<file path="src/rtl/fp_divider.sv">
// fp_divider: restoring signed fixed-point divider out=A/B in WIO.WFO; start/busy/done handshake, overflow on range or B==0; FPDIV_SATURATE_EN selects saturating overflow output
module fp_divider #(
  parameter int WI1 = 8,
  parameter int WF1 = 10,
  parameter int WI2 = 8,
  parameter int WF2 = 10,
  parameter int WIO = 9,
  parameter int WFO = 10
) (
  input  logic                   clk,
  input  logic                   rst,
  input  logic                   start,
  input  logic [WI1+WF1-1:0]     A,
  input  logic [WI2+WF2-1:0]     B,
  output logic                   busy,
  output logic                   done,
  output logic                   overflow,
  output logic [WIO+WFO-1:0]     out
);
  localparam int WA = WI1 + WF1;
  localparam int WB = WI2 + WF2;
  localparam int NW = WA + WF2 + WFO;
  localparam int DW = WB + WF1;
  localparam int WO = WIO + WFO;
  localparam int CW = $clog2(NW);
  localparam logic [1:0] IDLE = 2'd0, CALC = 2'd1, DONE = 2'd2;
  localparam logic [NW-1:0] QLIM = NW'(1) << (WO - 1);
  localparam logic [WO-1:0] POS_SAT = {1'b0, {(WO-1){1'b1}}};
  localparam logic [WO-1:0] NEG_SAT = {1'b1, {(WO-1){1'b0}}};
  logic [1:0] state;
  logic sign;
  logic [NW-1:0] num, quo, quo_nx, q_signed;
  logic [DW-1:0] den, rem, rem_nx;
  logic [DW:0] rem_sh;
  logic [CW-1:0] cnt;
  logic [WA-1:0] abs_a;
  logic [WB-1:0] abs_b;
  logic ge, ovf_nx;
  logic [WO-1:0] res, dbz_out;
  assign abs_a = A[WA-1] ? -A : A;
  assign abs_b = B[WB-1] ? -B : B;
  assign rem_sh = {rem, num[NW-1]};
  assign ge = rem_sh >= {1'b0, den};
  assign rem_nx = ge ? DW'(rem_sh - {1'b0, den}) : rem_sh[DW-1:0];
  assign quo_nx = {quo[NW-2:0], ge};
  assign ovf_nx = sign ? (quo_nx > QLIM) : (quo_nx >= QLIM);
  assign q_signed = sign ? -quo_nx : quo_nx;
`ifdef FPDIV_SATURATE_EN
  assign res = ovf_nx ? (sign ? NEG_SAT : POS_SAT) : q_signed[WO-1:0];
  assign dbz_out = A[WA-1] ? NEG_SAT : POS_SAT;
`else
  assign res = q_signed[WO-1:0];
  assign dbz_out = '0;
`endif
  assign busy = state == CALC;
  assign done = state == DONE;
  always_ff @(posedge clk) begin
    if (rst) begin
      state <= IDLE;
      out <= '0;
      overflow <= 1'b0;
    end else if (state == IDLE) begin
      if (start) begin
        sign <= A[WA-1] ^ B[WB-1];
        num <= NW'(abs_a) << (WF2 + WFO);
        den <= DW'(abs_b) << WF1;
        rem <= '0;
        quo <= '0;
        cnt <= '0;
        state <= (B == '0) ? DONE : CALC;
        if (B == '0) begin
          out <= dbz_out;
          overflow <= 1'b1;
        end
      end
    end else if (state == CALC) begin
      num <= num << 1;
      rem <= rem_nx;
      quo <= quo_nx;
      cnt <= cnt + CW'(1);
      if (cnt == CW'(NW - 1)) begin
        state <= DONE;
        out <= res;
        overflow <= ovf_nx;
      end
    end else begin
      state <= IDLE;
    end
  end
endmodule

</file>
<file path="config.mk">
export PLATFORM = sky130hd
export DESIGN_NAME = fp_divider
export DESIGN_NICKNAME = d
export VERILOG_FILES = /design/src/rtl/fp_divider.sv
export SDC_FILE = /design/constraint.sdc
export NUM_CORES = 1
export LEC_CHECK = 0
export ABC_AREA = 1
export CAP_MARGIN = 20
export CORE_ASPECT_RATIO = 1.1
export CORE_MARGIN = 5
export CORE_UTILIZATION = 45
export DETAILED_ROUTE_END_ITERATION = 8
export GPL_TIMING_DRIVEN = 0
export SLEW_MARGIN = 20
export SYNTH_ARGS = -nofsm -noshare
export SYNTH_HDL_FRONTEND = slang
export SYNTH_SLANG_ARGS = --single-unit
</file>
<file path="constraint.sdc">
create_clock -name clk -period 8.66 [get_ports clk]
set_input_delay 2.598 -clock clk [delete_from_list [all_inputs] [get_ports clk]]
set_output_delay 2.598 -clock clk [all_outputs]
set_load 0.02 [all_outputs]
</file>
==> results of run 1 <==
[worst max-delay path by stage]
stage / from / endpoint / slack (ns) / cells past startpoint
finish: B[0] / out[0]$_SDFFE_PP0P_ / 4.16 / 11
global route: B[0] / out[0]$_SDFFE_PP0P_ / 4.00 / 11
CTS: B[0] / out[0]$_SDFFE_PP0P_ / 4.16 / 11
detailed placement: B[0] / out[0]$_SDFFE_PP0P_ / 3.73 / 11
global placement: start / rem[18]$_SDFFCE_PP0P_ / -0.84 / 3
floorplan: start / cnt[0]$_SDFFCE_PP0P_ / 1.58 / 2
[stage by stage]
| stage | cell area, um2 | setup TNS, ns | hold slack (ns) | util | std cells |
|---|---|---|---|---|---|
| 2_1_floorplan | 7240 | 0 | 0.495 | - | 833 |
| 3_3_place_gp | 8090 | -75.59 | 0.454 | 0.514 | 1093 |
| 3_5_place_dp | 8210 | 0 | 0.457 | 0.522 | 1097 |
| 4_1_cts | 8800 | 0 | 0.466 | 0.559 | 1129 |
| 5_1_grt | 8800 | 0 | 0.492 | 0.559 | 1129 |
| 6_report | 8800 | 0 | 0.463 | 0.559 | 1129 |
[sequential cells by signal, summed over array words and instances, names as in the netlist]
signal / count
sign: 1
overflow: 1
state: 2
den: 18
out: 19
rem: 28
quo: 37
num: 18
cnt: 6
[per-layer routing]
| layer | vias to the layer above | GRT usage | part of all wire |
|---|---|---|---|
| li1 | 2940 | - | - |
| met1 | 2760 | 0.252 | 0.45 |
| met2 | 164 | 0.317 | 0.49 |
| met3 | 32 | 0.0348 | 0.041 |
| met4 | 0 | 0.0801 | 0.026 |
| met5 | - | 0 | 0 |
[logic make-up (layout without fill, tap and decap cells)]
group                    count (synthesis)  in the layout
AND/OR/NAND/NOR                        351            351
buffers and inverters                  149            245
AO/OA/AOI/OAI                          135            135
flip-flops                             130            130
XOR/XNOR                                44             44
adder cells (fa/ha/maj)                 24             24
[synth_stat cells, types with 3 or more instances]
cell	n
nor2_1	111
nand3_1	46
xnor2_1	17
nor4_1	4
a21oi_1	57
edfxtp_1	108
inv_1	122
nand4_1	16
a31oi_1	6
nand2_2	4
nand2_1	142
buf_1	5
nor3_1	13
ha_1	23
dfxtp_1	22
buf_6	3
clkbuf_1	12
a211oi_1	3
nor2_2	3
xor2_1	27
o21ai_0	53
[power by group]
group	switching, mW	internal (mW)
Sequential	0.0222	0.737
Combinational	0.183	0.109
Clock	0.278	0.440
[worst register-to-register path, cell delays in order (launching register included)]
cell      delay (ns)
edfxtp_1        0.41
ha_1            0.35
nand3_1         0.11
nand3_1         0.17
nand2_1         0.14
nand3_2         0.15
nand2_2         0.20
nand2_4         0.12
inv_4           0.09
ha_1            0.16
inv_1           0.06
nor3_2          0.21
nand2_1         0.18
nor2_2          0.20
nand3_1         0.14
o21ai_1         0.20
or2_2           0.14
nand4_1         0.08
a21oi_1         0.17
[layout make-up]
cell class | count | area share
inverter | 126 | 0.0541
multi-input combinational | 554 | 0.338
clock buffer | 19 | 0.0516
buffer | 23 | 0.0131
sequential | 130 | 0.419
timing repair buffer | 64 | 0.0808
tap | 200 | 0.0284
clock inverter | 13 | 0.0152
==> metrics.cfg, run 1 <==
[run_status]
status = completed

[place]
dpl.hpwl_mm = 12.7
globalplace.congestion = 0.868
place_ws_ns = 3.73
portBuffers = 60

[logic_synthesis]
synthArstFlopShare = 0
synth_edf_count = 108
synthesis.area_um2 = 7240
synth_compound_area_frac = 0.104
synth_xor_xnor_area_share = 0.0533
synth_area_leaders = edfxtp_1, nand2_1, inv_1
synth_flop_cell = edfxtp_1
syn_inst = 833
synth_seq_area_share = 0.509
synth_adder_area_share = 0.0425
synthMuxAreaShare = 0
yosysUniqueCellTypes = 48
synth_area_per_cell_um2 = 8.69
synth_top_area_frac = 0.448
yosys_warnings = 0
synth_nets = 896
synth_top_family_by_area = simple AND/OR/NAND/NOR gates
synth-simple-area-share = 0.210
synth_seq_cells = 130
synth.largest_area_cell = edfxtp_1

[detailed_routing]
drt-wirelength-per-cell_um = 15.2
drt_iter0_drc = 548
wl_mm = 17.2
via_per_inst = 5.22
ant_nets = 0
drc_errors = 0
vias = 5896
drt-pass1-iter-count = 5

[sta]
final-max-slew-violation-count = 0
fin_skew_ns = 0.00876
rsz0062_at_grt = false
worst_pin_slew_ns = 0.878
finalHoldViolations = 0
period_needed_ns = 4.50
max_freq_mhz = 222
fin_ws_ns = 4.16
maxSlewHeadroom = 0.414
finalSetupViolCount = 0
fin_crit_sh = 0.519

[min_path]
min_from = out[3]$_SDFFE_PP0P_
hold_path_end = out[3]$_SDFFE_PP0P_
hp-class = reg2reg
hold_path_depth = 2

[setup_path]
crit_family = buffers and inverters
required_ns = 8.97
r2r_end = out[14]$_SDFFE_PP0P_
path_common_cell = nor2_1
critPathBufInv = 4
cp_slowest_cell = clkdlybuf4s50_1
crit_chain = clkdlybuf4s50_1 > inv_1 > ha_1 > nand3_1 > nor2_2 > nand4_2 > a21oi_4 > inv_2 > buf_6 > nor2_1 > nor2_1
end_kind = register
criticalPathCategory = in2reg
arrival_ns = 4.80
cp-start-kind = input port
rrSetupSlack_ns = 5.32
cp_slowest_stage_delay_ns = 0.50
cp_max_fo = 10
worst_r2r_path_depth = 18
worstReg2RegStart = rem[11]$_SDFFCE_PP0P_

[clock_network]
cts_root_buffer = clkbuf_16
clk_latency_ns = 0.42
numCtsBuffers = 17
max-clock-path-buffers = 2
cts-resized-gates = 0
htreeDepth = 4
ctsHoldBuffers = 0
cts_tree = built
cts_sinks = 130
path_clk_slew_ns = 0.06
cts_setup_buffers = 0

[pwr]
power_density_nw_per_um2 = 201
total_power_mw = 1.77
ir_worst_vdd_mv = 0.124
leakage_nw = 3.63

[job]
drv_cap = 0

[layout]
syn2layout_area_growth_pct = 21.5
fin_nets = 979
diodes = 0
drive_above_1_share = 0.0700
seq_area_um2 = 3680
final_cell_mix = nand2_1, inv_1, nor2_1
fill_cells = 1414
final_common_cell = nand2_1
multiInputGateArea_um2 = 2970

[grt]
grt_usage = 0.193
grt_pass1_wl_mm = 28.6
antenna_found_initial = 0
grt_pass1_vias = 5951
grt_max_degree = 23
grt-ovfl-total = 0

[floorplanning]
ios = 61
start_util = 0.460
dieArea_um2 = 18700
coreArea_um2 = 15700
die_x_um = 131
rows = 48
die_h_um = 143

No activity file was read; power rests on OpenSTA's default activity.
==> run 2: changes to the inputs <==
==> constraint.sdc (replaced) <==
create_clock -name clk -period 4.4 [get_ports clk]
set_input_delay 1.32 -clock clk [delete_from_list [all_inputs] [get_ports clk]]
set_output_delay 1.32 -clock clk [all_outputs]
set_load 0.02 [all_outputs]
==> run 2 against run 1 <==
Cell count did not move; sequential share of layout area fell by 0.11 points; routed wire length fell by 0.72%; combinational power rose by 95%; clock power rose by 110%; die area did not move; worst hold slack improved by 0.00085 ns; worst setup slack got worse by 3.1 ns; critical endpoint is now out[14]$_SDFFE_PP0P_; largest power group unchanged; highest routed layer unchanged.
==> metrics.cfg, run 2 (synthesis results as in run 1) <==
[run_status]
status = completed

[detailed_routing]
wl_mm = 17.1  ; -0.72%
drc_errors = 0  ; unchanged
drt_iter0_drc = 386  ; -30%
via_per_inst = 5.23  ; +0.20%
drt-wirelength-per-cell_um = 15.1  ; -0.72%
drt-pass1-iter-count = 5  ; unchanged
vias = 5908  ; +0.20%
ant_nets = 0  ; unchanged

[clock_network]
numCtsBuffers = 17  ; unchanged
cts_sinks = 130  ; unchanged
cts-resized-gates = 0  ; unchanged
max-clock-path-buffers = 2  ; unchanged
ctsHoldBuffers = 0  ; unchanged
cts_root_buffer = clkbuf_16
clk_latency_ns = 0.42  ; about the same
htreeDepth = 4  ; unchanged
cts_tree = built
path_clk_slew_ns = 0.06  ; about the same
cts_setup_buffers = 0  ; unchanged

[floorplanning]
rows = 48  ; unchanged
die_x_um = 131  ; unchanged
ios = 61  ; unchanged
start_util = 0.460  ; unchanged
die_h_um = 143  ; unchanged
dieArea_um2 = 18700  ; unchanged
coreArea_um2 = 15700  ; unchanged

[pwr]
seqPwrFrac = 0.422  ; -0.007
ir_worst_vdd_mv = 0.259  ; +110%
pwr-share-clk = 0.417  ; +0.011
p_int_mw = 2.57  ; +100%
power_frac_comb = 0.161  ; -0.004
power_density_nw_per_um2 = 401  ; +99%
p_sw_mw = 0.966  ; +100%
leakage_nw = 3.65  ; +0.45%
switching_share = 0.273  ; -0.000293

[place]
globalplace.congestion = 0.882  ; +1.6%
dp.cells = 1097  ; unchanged
post_dp_cell_area_um2 = 8200  ; about the same
portBuffers = 60  ; unchanged
place_ws_ns = 0.818  ; -2.91 ns
dpl.hpwl_mm = 12.7  ; -0.52%

[grt]
grt_usage = 0.190  ; -0.00363
grt-ovfl-total = 0  ; unchanged
antenna_found_initial = 0  ; unchanged
grt_pass1_vias = 5905  ; -0.77%
grt_max_degree = 26  ; +13%
grt_pass1_wl_mm = 28.0  ; -2.0%

[sta]
worst_pin_slew_ns = 0.872  ; -0.00554 ns
max_freq_mhz = 301
final-max-slew-violation-count = 0  ; unchanged
finalSetupViolCount = 0  ; unchanged
finalHoldViolations = 0  ; unchanged
period_needed_ns = 3.32
fin_ws_ns = 1.08  ; -3.08 ns
fin_crit_sh = 0.754
fin_skew_ns = 0.0129  ; +0.00416 ns
tns_ns = 0  ; unchanged
maxSlewHeadroom = 0.418  ; +0.00370
rsz0062_at_grt = false

[layout]
finalNonFillerCells = 1129  ; unchanged
fill_cells = 1408  ; -0.42%
final_cell_mix = nand2_1, inv_1, nor2_1
stdcell_area_um2 = 8820  ; +0.26%
largest_reg_flops = 37  ; unchanged
seq_area_um2 = 3680  ; unchanged
largest-register = quo
diodes = 0  ; unchanged
fin_nets = 979  ; unchanged
final_core_util = 0.560  ; +0.00143
final_common_cell = nand2_1
multiInputGateArea_um2 = 2970  ; unchanged
drive_above_1_share = 0.0721  ; +0.00215
largest_registers = quo: 37 flops, rem: 28 flops, out: 19 flops
syn2layout_area_growth_pct = 21.9

[setup_path]
worst_r2r_path_depth = 21  ; +3
r2r_end = out[14]$_SDFFE_PP0P_
criticalPathCategory = reg2reg
arrival_ns = 3.66  ; -1.14 ns
rrSetupSlack_ns = 1.08  ; -4.24 ns
required_ns = 4.74  ; -4.23 ns
startpoint = den[20]$_DFFE_PP_
cp-start-kind = register
worstReg2RegStart = den[20]$_DFFE_PP_
end_kind = register
cp_max_fo = 10  ; unchanged
crit_path_end = out[14]$_SDFFE_PP0P_

[job]
drv_cap = 0  ; unchanged

[min_path]
hp-class = reg2reg

-- run 2: area by class of cell --
class,instances,area share
clock buffers,19,0.0539
well taps,200,0.0284
flip-flops and latches,130,0.418
repair buffers,64,0.0797
clock inverters,13,0.0162
plain buffers,23,0.0131
inverters,126,0.0539
multi-input cells,554,0.337
-- run 2: metal layers --
| metal | vias to the layer above | part of all wire | global-route usage | routed length [um] |
|---|---|---|---|---|
| li1 | 2943 | - | - | - |
| met1 | 2752 | 0.44 | 0.246 | 7520 |
| met2 | 176 | 0.49 | 0.310 | 8380 |
| met3 | 37 | 0.045 | 0.0348 | 771 |
| met4 | 0 | 0.025 | 0.0839 | 420 |
| met5 | - | 0 | 0 | 0 |
-- run 2: worst min path at each step --
stage / startpoint / end / slack (ns) / cells after the start
floorplan: num[32]$_DFFE_PP_ / num[33]$_DFFE_PP_ / 0.49 / 2
global placement: out[4]$_SDFFE_PP0P_ / out[4]$_SDFFE_PP0P_ / 0.46 / 2
detailed placement: out[7]$_SDFFE_PP0P_ / out[7]$_SDFFE_PP0P_ / 0.46 / 2
CTS: out[7]$_SDFFE_PP0P_ / out[7]$_SDFFE_PP0P_ / 0.47 / 2
global route: out[13]$_SDFFE_PP0P_ / out[13]$_SDFFE_PP0P_ / 0.50 / 2
finish: out[7]$_SDFFE_PP0P_ / out[7]$_SDFFE_PP0P_ / 0.46 / 2
-- run 2: worst max-delay path, stage by stage, from the launching register on --
cell and delay [ns]:
edfxtp_1 0.39, inv_1 0.07, ha_1 0.36, nand2_1 0.09, inv_1 0.05, nand2_1 0.07, inv_1 0.04, nand2_1 0.07
nand3_2 0.15, nand2_2 0.19, nand2_4 0.12, inv_4 0.09, ha_1 0.15, inv_1 0.06, nor3_2 0.21, nand2_1 0.18
nor2_2 0.19, nand3_1 0.14, o21ai_1 0.22, or2_2 0.15, nand4_1 0.08, a21oi_1 0.17
-- run 2: power groups by stage --
stage	sequential [mW]	clock [mW]	combinational [mW]
after CTS	1.49	1.50	0.573
after global placement	1.52	0	0.537
after detailed placement	1.52	0	0.570
final	1.49	1.48	0.570
after global routing	1.50	1.55	0.643
after floorplan	1.51	0	0.386
-- run 2: through the flow --
step / power (mW) / hold WS (ns)
floorplan: 1.90 / 0.495
global placement: 2.06 / 0.456
detailed placement: 2.09 / 0.458
CTS: 3.57 / 0.470
global route: 3.70 / 0.500
finish: 3.54 / 0.464
==> run 3: changes to the inputs <==
==> constraint.sdc (replaced) <==
create_clock -name clk -period 3.36 [get_ports clk]
set_input_delay 1.008 -clock clk [delete_from_list [all_inputs] [get_ports clk]]
set_output_delay 1.008 -clock clk [all_outputs]
set_load 0.02 [all_outputs]
==> run 3 against run 2 <==
First-iteration DRC count grew 2.3%; routed wire length grew 1.2%; critical path type unchanged; clock power grew 29%; die area is the same; global-route usage grew 0.20 points; highest routed layer unchanged; flip-flop and latch count is the same.
==> metrics.cfg, run 3 (synthesis results as in run 1) <==
[sta]
period_needed_ns = 3.12  ; -0.197 ns
rsz0062_at_grt = false
finalSetupViolCount = 0  ; unchanged
fin_ws_ns = 0.239  ; -0.843 ns
final-max-slew-violation-count = 0  ; unchanged
fin_skew_ns = 0.0111  ; -0.00179 ns
finalHoldViolations = 0  ; unchanged
hold_ws_ns = 0.463  ; -0.000574 ns
worst_pin_slew_ns = 0.911  ; +0.0387 ns
tns_ns = 0  ; unchanged
max_freq_mhz = 320  ; +6.3%
fin_crit_sh = 0.929  ; +0.175
maxSlewHeadroom = 0.392  ; -0.0259

[floorplanning]
coreArea_um2 = 15700  ; unchanged
die_x_um = 131  ; unchanged
rows = 48  ; unchanged
dieArea_um2 = 18700  ; unchanged
start_util = 0.460  ; unchanged
die_h_um = 143  ; unchanged
ios = 61  ; unchanged

[layout]
syn2layout_area_growth_pct = 22.2
largest_registers = quo: 37 flops, rem: 28 flops, out: 19 flops
drive_above_1_share = 0.0753  ; +0.00315
final_core_util = 0.562  ; +0.00143
largest-register = quo
largest_reg_flops = 37  ; unchanged
fill_cells = 1440  ; +2.3%
finalNonFillerCells = 1130  ; +0.089%
diodes = 0  ; unchanged
final_cell_mix = nand2_1, inv_1, nor2_1
fin_nets = 980  ; +0.10%
stdcell_area_um2 = 8840  ; +0.26%
final_common_cell = nand2_1

[clock_network]
clk_latency_ns = 0.43  ; about the same
cts_sinks = 130  ; unchanged
numCtsBuffers = 17  ; unchanged
htreeDepth = 4  ; unchanged
path_clk_slew_ns = 0.06  ; about the same
cts_tree = built
cts_root_buffer = clkbuf_16
max-clock-path-buffers = 2  ; unchanged

[pwr]
power_density_nw_per_um2 = 523  ; +30%
leakage_nw = 3.66  ; +0.47%
seqPwrFrac = 0.423  ; about the same
switching_share = 0.274  ; +0.00132
p_int_mw = 3.36  ; +31%
pwr-share-clk = 0.413  ; -0.004
power_frac_comb = 0.164  ; +0.003
total_power_mw = 4.63  ; +31%
ir_worst_vdd_mv = 0.359  ; +39%
p_sw_mw = 1.27  ; +31%

[place]
portBuffers = 60  ; unchanged
globalplace.congestion = 0.852  ; -3.4%
place_ws_ns = 0.0705  ; -0.747 ns
dpl.hpwl_mm = 12.7  ; +0.57%
dp.cells = 1097  ; unchanged
post_dp_cell_area_um2 = 8210  ; about the same

[setup_path]
end_kind = register
criticalPathCategory = reg2reg
cp_max_fo = 10  ; unchanged
required_ns = 3.71  ; -1.03 ns
cp-start-kind = register
arrival_ns = 3.47  ; -0.19 ns

[detailed_routing]
drt_iter0_drc = 395  ; +2.3%
ant_nets = 0  ; unchanged
wl_mm = 17.3  ; +1.2%
drt-pass1-iter-count = 6  ; +1
drt-wirelength-per-cell_um = 15.3  ; +1.1%
vias = 5817  ; -1.5%
via_per_inst = 5.15  ; -1.6%
drc_errors = 0  ; unchanged

[grt]
grt_pass1_vias = 5917  ; +0.20%
antenna_found_initial = 0  ; unchanged
grt_max_degree = 26  ; unchanged
grt_usage = 0.192  ; +0.00201
grt-ovfl-total = 0  ; unchanged
grt_pass1_wl_mm = 28.2  ; +0.57%

[run_status]
status = completed

[min_path]
hp-class = reg2reg

[job]
drv_cap = 0  ; unchanged

## run 3: worst paths after layout
check / startpoint / end / slack (ns) / depth (start not counted)
max: rem[11]$_SDFFCE_PP0P_ / out[14]$_SDFFE_PP0P_ / 0.24 / 18
min: out[2]$_SDFFE_PP0P_ / out[2]$_SDFFE_PP0P_ / 0.46 / 2
max reg2reg: rem[11]$_SDFFCE_PP0P_ / out[14]$_SDFFE_PP0P_ / 0.24 / 18
min reg2reg: out[2]$_SDFFE_PP0P_ / out[2]$_SDFFE_PP0P_ / 0.46 / 2
## run 3: power by group through the flow
stage	clock network [mW]	registers (mW)	logic, mW
floorplan	0	1.97	0.506
global placement	0	1.99	0.705
detailed placement	0	1.99	0.752
CTS	1.94	1.96	0.754
global route	2.01	1.97	0.854
finish	1.91	1.96	0.758
## run 3: what timing repair did
action | CTS | global route
setup buffers | 0 | 1
hold buffers | 0 | 0
gates resized for setup | 0 | 5
endpoints found under the setup margin | 0 | 3
## run 3: cell type report
cell class                 count  area (um2)  share of cell area
inverter                     126         475              0.0538
tap                          200         250              0.0283
timing repair buffer          65         718              0.0812
multi-input combinational    554        3000               0.339
buffer                        23         115              0.0130
clock buffer                  17         425              0.0481
clock inverter                15         178              0.0201
sequential                   130        3680               0.417
## run 3: layer usage
layer	global-route usage	vias to the layer above	part of all wire
met5	0	-	0
met4	0.0769	0	0.022
met3	0.0344	29	0.045
met2	0.320	139	0.49
met1	0.246	2704	0.44
li1	-	2945	-
## run 3: critical path, stage by stage (launching register included)
cell and delay [ns]:
edfxtp_1 0.42, ha_1 0.36, nand3_1 0.14, nand3_2 0.13, nand2_1 0.11, nand3_2 0.15
nand2_4 0.15, nand2_4 0.11, inv_4 0.08, ha_1 0.15, inv_1 0.07, nor3_4 0.18
nand2_2 0.12, nor2_2 0.17, nand3_1 0.16, o21ai_2 0.18, or2_2 0.13, nand4_1 0.07
a21oi_1 0.15
